--- config.mk ---
export PLATFORM = sky130hd
export DESIGN_NAME = adpll_tune_ctrl
export DESIGN_NICKNAME = d
export VERILOG_FILES = /design/src/rtl/adpll_tune_ctrl_pkg.sv /design/src/rtl/adpll_tune_ctrl_run_counter.sv /design/src/rtl/adpll_tune_ctrl.sv
export SDC_FILE = /design/constraint.sdc
export NUM_CORES = 1
export LEC_CHECK = 0
export CELL_PAD_IN_SITES_DETAIL_PLACEMENT = 0
export CELL_PAD_IN_SITES_GLOBAL_PLACEMENT = 1
export CORE_MARGIN = 3
export CORE_UTILIZATION = 40
export CTS_CLUSTER_SIZE = 40
export DETAILED_ROUTE_END_ITERATION = 10
export GPL_ROUTABILITY_DRIVEN = 0
export PLACE_DENSITY = 0.79
export SLEW_MARGIN = 40
export SYNTH_ARGS = -nofsm -noshare
export SYNTH_HDL_FRONTEND = slang
export SYNTH_SLANG_ARGS = --single-unit
--- constraint.sdc ---
create_clock -name clk -period 3.1 [get_ports clk]
set_input_delay 0.465 -clock clk [delete_from_list [all_inputs] [get_ports clk]]
set_output_delay 0.465 -clock clk [all_outputs]
set_load 0.02 [all_outputs]
--- src/rtl/adpll_tune_ctrl_pkg.sv ---
// adpll_pkg: shared state encoding and control-word constants for the ADPLL tuning sequencer
package adpll_pkg;
    typedef enum logic [1:0] {
        ST_IDLE   = 2'd0,
        ST_COARSE = 2'd1,
        ST_FINE   = 2'd2,
        ST_LOCKED = 2'd3
    } state_t;
    localparam logic [4:0] CTRL_SAT   = 5'd31;
    localparam logic [4:0] THRESH_MIN = 5'd0;
    localparam logic [4:0] THRESH_MAX = 5'd31;
endpackage

--- src/rtl/adpll_tune_ctrl_run_counter.sv ---
// run_counter: saturating run counter; hit flags the increment that reaches the limit
module run_counter #(
    parameter int W = 8
) (
    input  logic         clk,
    input  logic         reset,
    input  logic         inc,
    input  logic         clr,
    input  logic [W-1:0] limit,
    output logic         hit
);
    logic [W-1:0] cnt;
    assign hit = inc && ({1'b0, cnt} + (W+1)'(1) >= {1'b0, limit});
    always_ff @(posedge clk or posedge reset)
        if (reset) cnt <= '0;
        else cnt <= clr ? '0 : (inc && cnt != '1) ? cnt + W'(1) : cnt;
endmodule

--- src/rtl/adpll_tune_ctrl.sv ---
// adpll_tune_ctrl: DCO lock-acquisition sequencer (coarse threshold search, fine gain, lock/unlock)
module adpll_tune_ctrl
    import adpll_pkg::*;
#(
    parameter int LOCK_CNT   = 16,
    parameter int UNLOCK_CNT = 4,
    parameter int SETTLE     = 8,
    parameter int CNT_W      = 8
) (
    input  logic       clk,
    input  logic       reset,
    input  logic       enable,
    input  logic       sample,
    input  logic       ctrl_sign,
    input  logic [4:0] ctrl,
    input  logic [4:0] lock_win,
    input  logic [4:0] kdco_coarse,
    input  logic [4:0] kdco_fine,
    input  logic [4:0] thresh_init,
    output logic [4:0] kdco,
    output logic [4:0] thresh_val,
    output logic       filt_clr,
    output logic       locked,
    output logic       tune_err,
    output logic [1:0] state
);
    state_t cur, nxt;
    logic [CNT_W-1:0] settle, settle_d;
    logic [4:0] thresh_d;
    logic smp, is_sat, is_in, is_out, go_idle;
    logic step_req, at_rail, step_ok;
    logic run_inc, run_clr, run_hit, unl_inc, unl_clr, unl_hit;
    logic filt_clr_d, tune_err_d;

    assign state    = cur;
    assign smp      = sample && enable;
    assign is_sat   = ctrl == CTRL_SAT;
    assign is_in    = !is_sat && ctrl <= lock_win;
    assign is_out   = !is_sat && !is_in;
    assign step_req = cur == ST_COARSE && smp && settle == '0 && is_sat;
    assign at_rail  = ctrl_sign ? thresh_val == THRESH_MAX : thresh_val == THRESH_MIN;
    assign step_ok  = step_req && !at_rail;
    // a sat sample breaks the coarse run whether or not the step could be taken
    assign run_inc  = smp && ((cur == ST_COARSE && settle == '0 && !is_sat) || (cur == ST_FINE && is_in));
    assign run_clr  = nxt != cur || step_req || (cur == ST_FINE && smp && is_out);
    assign unl_inc  = smp && cur == ST_LOCKED && is_out;
    assign unl_clr  = nxt != cur || (smp && is_in);

    run_counter #(.W(CNT_W)) u_run (
        .clk(clk), .reset(reset), .inc(run_inc), .clr(run_clr),
        .limit(CNT_W'(LOCK_CNT)), .hit(run_hit)
    );
    run_counter #(.W(CNT_W)) u_unlock (
        .clk(clk), .reset(reset), .inc(unl_inc), .clr(unl_clr),
        .limit(CNT_W'(UNLOCK_CNT)), .hit(unl_hit)
    );

    always_ff @(posedge clk or posedge reset)
        if (reset) cur <= ST_IDLE;
        else cur <= nxt;

    always_comb begin
        nxt = cur;
        if (!enable) nxt = ST_IDLE;
        else case (cur)
            ST_IDLE:   nxt = ST_COARSE;
            ST_COARSE: nxt = run_hit ? ST_FINE : ST_COARSE;
            ST_FINE:   nxt = (smp && is_sat) ? ST_COARSE : run_hit ? ST_LOCKED : ST_FINE;
            ST_LOCKED: nxt = (smp && is_sat) ? ST_COARSE : unl_hit ? ST_FINE : ST_LOCKED;
        endcase
    end

    always_comb begin
        go_idle    = !enable || cur == ST_IDLE;
        thresh_d   = go_idle ? thresh_init :
                     step_ok ? (ctrl_sign ? thresh_val + 5'd1 : thresh_val - 5'd1) : thresh_val;
        tune_err_d = !go_idle && (tune_err || (step_req && at_rail));
        // the integrator is cleared on every entry to or exit from COARSE and on each coarse step
        filt_clr_d = enable && (step_ok || (nxt != cur && (nxt == ST_COARSE || cur == ST_COARSE)));
        settle_d   = nxt != cur ? '0 :
                     step_ok ? CNT_W'(SETTLE) :
                     (cur == ST_COARSE && smp && settle != '0) ? settle - CNT_W'(1) : settle;
    end

    always_ff @(posedge clk or posedge reset)
        if (reset) begin
            kdco       <= '0;
            thresh_val <= '0;
            filt_clr   <= 1'b0;
            locked     <= 1'b0;
            tune_err   <= 1'b0;
            settle     <= '0;
        end else begin
            kdco       <= (nxt == ST_FINE || nxt == ST_LOCKED) ? kdco_fine : kdco_coarse;
            thresh_val <= thresh_d;
            filt_clr   <= filt_clr_d;
            locked     <= nxt == ST_LOCKED;
            tune_err   <= tune_err_d;
            settle     <= settle_d;
        end
endmodule

==> flow_summary_export.csv <==
group,metric,value,unit
synth,synth_top_area_share,40.8,%
clock_network,clk_pin_slew,0.08,ns
route,routed_wl,5480,um
grt,grt_max_degree,40,
clock_network,cts_root_buf,"clkbuf_8",
floorplan,die_area,0.00694,mm2
placed_design,placed_cells,373,
hold_path,min_path_type,"register to register",
route,drtIter0Drc,134,
synth,syn_nets,300,
clock_network,clkLatencyLatePin,0.30,ns
floorplan,initial_core_util,42.4,%
placed_design,portBuffers,44,
timing,setup_viol,0,
critical_path,critPathArrivalTime,3.04,ns
pwr,p_leak,1.36,nW
critical_path,required,3.26,ns
critical_path,crit_path_top_delay_cell,"or4_4",
route,met1_length,2620,um
timing,relSlewSlack,53.9,%
layout,fillers,508,
outcome,outcome,"finished, final reports clean",
critical_path,critPathKind,"register to register",
pwr,power_density,546,mW/mm2
critical_path,timing.rr.end,"u_run.cnt[6]",
timing,fin_crit_sh,93.0,%
timing,max_freq,347,MHz
clock_network,tritoncts,"done",
synth,yosysUniqueCellTypes,41,
route,dr.max_layer_used,"met4",
synth,yosysTopAreaCell,"dfrtp_1",
clock_network,postCtsSetupBuffers,0,
critical_path,crit_start,"settle[2]",
route,wire_per_inst,14.4,um
placed_design,place_hpwl,4190,um
critical_path,ff2ff_path_depth,7,
clock_network,numCtsBuffers,5,
floorplan,core,0.00564,mm2
hold_path,hold_end,"tune_err",
layout,drive_above_1_share,9.06,%
critical_path,regToRegSetupSlack,0.22,ns
timing,fin_ws,0.218,ns
synth,netlist_instances,255,
timing,hold_violations,0,
critical_path,critPathMaxStageDelay,0.59,ns
layout,final_cell_area,0.00306,mm2
placed_design,dpl_cell_area,0.00295,mm2
grt,grt_first_pass_wirelength,9390,um
timing,drv_slew,0,
route,routed_via_density,5.18,
route,met2_length,2650,um
route,drc,0,
synth,synth_area,0.00239,mm2
hold_path,hold_depth,2,
floorplan,die_w,83.3,um
run,drv_cap,0,
timing,layout_min_cycle_time,2.88,ns
synth,ys.flop_type,"dfrtp_1",
route,routed-via-count,1975,
clock_network,htree_levels,2,
critical_path,worstPathCellList,"or4_4 > or4_4 > a311oi_2 > a41o_2 > nor3_1 > o31ai_4 > nor3_1",
pwr,finalPower,0.00167,W
synth,ys_ff_latch,39,
clock_network,clk_path_buf_depth,2,
clock_network,cts_resized,0,
clock_network,postCtsHoldBufs,0,
floorplan,die_y,83.3,um
hold_path,holdCritStartpoint,"tune_err",
floorplan,io_pins,45,
timing,tns,0,ns
synth,yosysMostFrequentCell,"dfrtp_1",
critical_path,worstSetupEndpointType,"register",
synth,synth_commonest_cells,"39 x dfrtp_1, 33 x nor2_1, 21 x nand2_1",
timing,grt_setup_unrepaired,"false",
grt,overflow,0,
clock_network,cts.sinks,39,
route,ant_nets,0,
timing,worst_pin_slew,0.687,ns
synth,synth-edff-count,0,
route,wl_met3,168,um
layout,fin_cells,381,
floorplan,std_cell_rows,27,
placed_design,post-place-ws,0.100,ns
synth,ys_warn_count,0,
critical_path,critPathMaxFanout,8,
layout,final_nets,353,
synth,synth.avg_cell_area,9.38,um2
critical_path,timing.rr.start,"settle[2]",
synth,synth_area_leaders,"dfrtp_1 41%, ha_1 7.3%, xnor2_1 5.5%, nor2_1 5.2%, xor2_1 3.7%",
pwr,ir_worst_vdd,0.236,mV
synth,yosysSeqAreaShare,40.8,%
layout,diodes,0,
grt,track_usage,16.5,%
grt,antenna_found_initial,0,
layout,area_delta_synth_final,27.9,%
synth,async_reset_ff_share,100,%
timing,finalClockSkew,0.00917,ns
route,drt-pass1-iter-count,4,
critical_path,start_kind,"register",
grt,first_global_vias,1924,
-- critical path: cells and delay by family (launching register included) --
kind | cells | cell delay [ns]
flip-flops | 1 | 0.44
AND/OR/NAND/NOR | 4 | 1.33
AO/OA/AOI/OAI | 3 | 0.98
-- kinds of logic after synthesis --
logic type                 after synthesis  synth area share [%]
adders and majority gates               15                  8.16
buffers and inverters                   21                  3.35
AOI/OAI and AO/OA                       40                  12.5
xor gates and xnor gates                25                  9.16
muxes                                    9                  4.03
DFF                                     39                  40.8
and+or+nand+nor                        106                  22.0
-- power by group --
group	switching, W	internal, W
registers	0.0000669	0.000574
clock network	0.000189	0.000203
logic	0.000343	0.000296
total	0.000599	0.00107
-- layer usage --
layer | global-route usage (%) | vias to the layer above
met4 | 3.57 | 0
met5 | 0 | -
met2 | 27.3 | 30
met3 | 3.27 | 6
met1 | 22.3 | 941
li1 | - | 998
-- sequential cells by signal, indices dropped and copies added (netlist names) --
register,cells
filt_clr,1
settle,8
state,2
tune_err,1
kdco,5
locked,1
u_run.cnt,8
thresh_val,5
u_unlock.cnt,8
-- worst max path at each step --
stage,end,slack (ns)
floorplan,u_run.cnt[6],0.51
global placement,settle[1],0.21
detailed placement,settle[1],0.1
CTS,u_run.cnt[6],0.22
global route,settle[1],0.07
finish,u_run.cnt[6],0.22
-- layout by cell type, fill, tap and decap left out, types with 5 or more instances in the layout --
cell type	n
clkbuf_8	7
mux2_2	5
xnor2_1	15
buf_4	7
nand2_1	21
dfrtp_1	39
ha_1	14
nor2_1	33
a21oi_1	6
and3_1	7
xor2_1	10
nand3_1	9
nand4_1	6
clkdlybuf4s50_1	44
inv_1	16
o21ai_0	10
nor3_1	13
-- final cells by class --
class                   count  area [um2]  share of cell area, %
multi-input cells         195        1340                   43.7
flip-flops and latches     39         976                   31.9
repair buffers             51         493                   16.1
clock buffers               7        96.3                   3.15
well taps                  72        90.1                   2.95
inverters                  16        60.1                   1.96
clock inverters             1        7.51                  0.245
-- per-stage QoR --
stage	util, %	hold slack, ns
finish	54.2	0.505
global route	54.2	0.561
CTS	54.2	0.513
detailed placement	52.4	0.493
global placement	52.4	0.480
floorplan	-	0.497
Note: power is estimated with default switching activity, not from simulation.
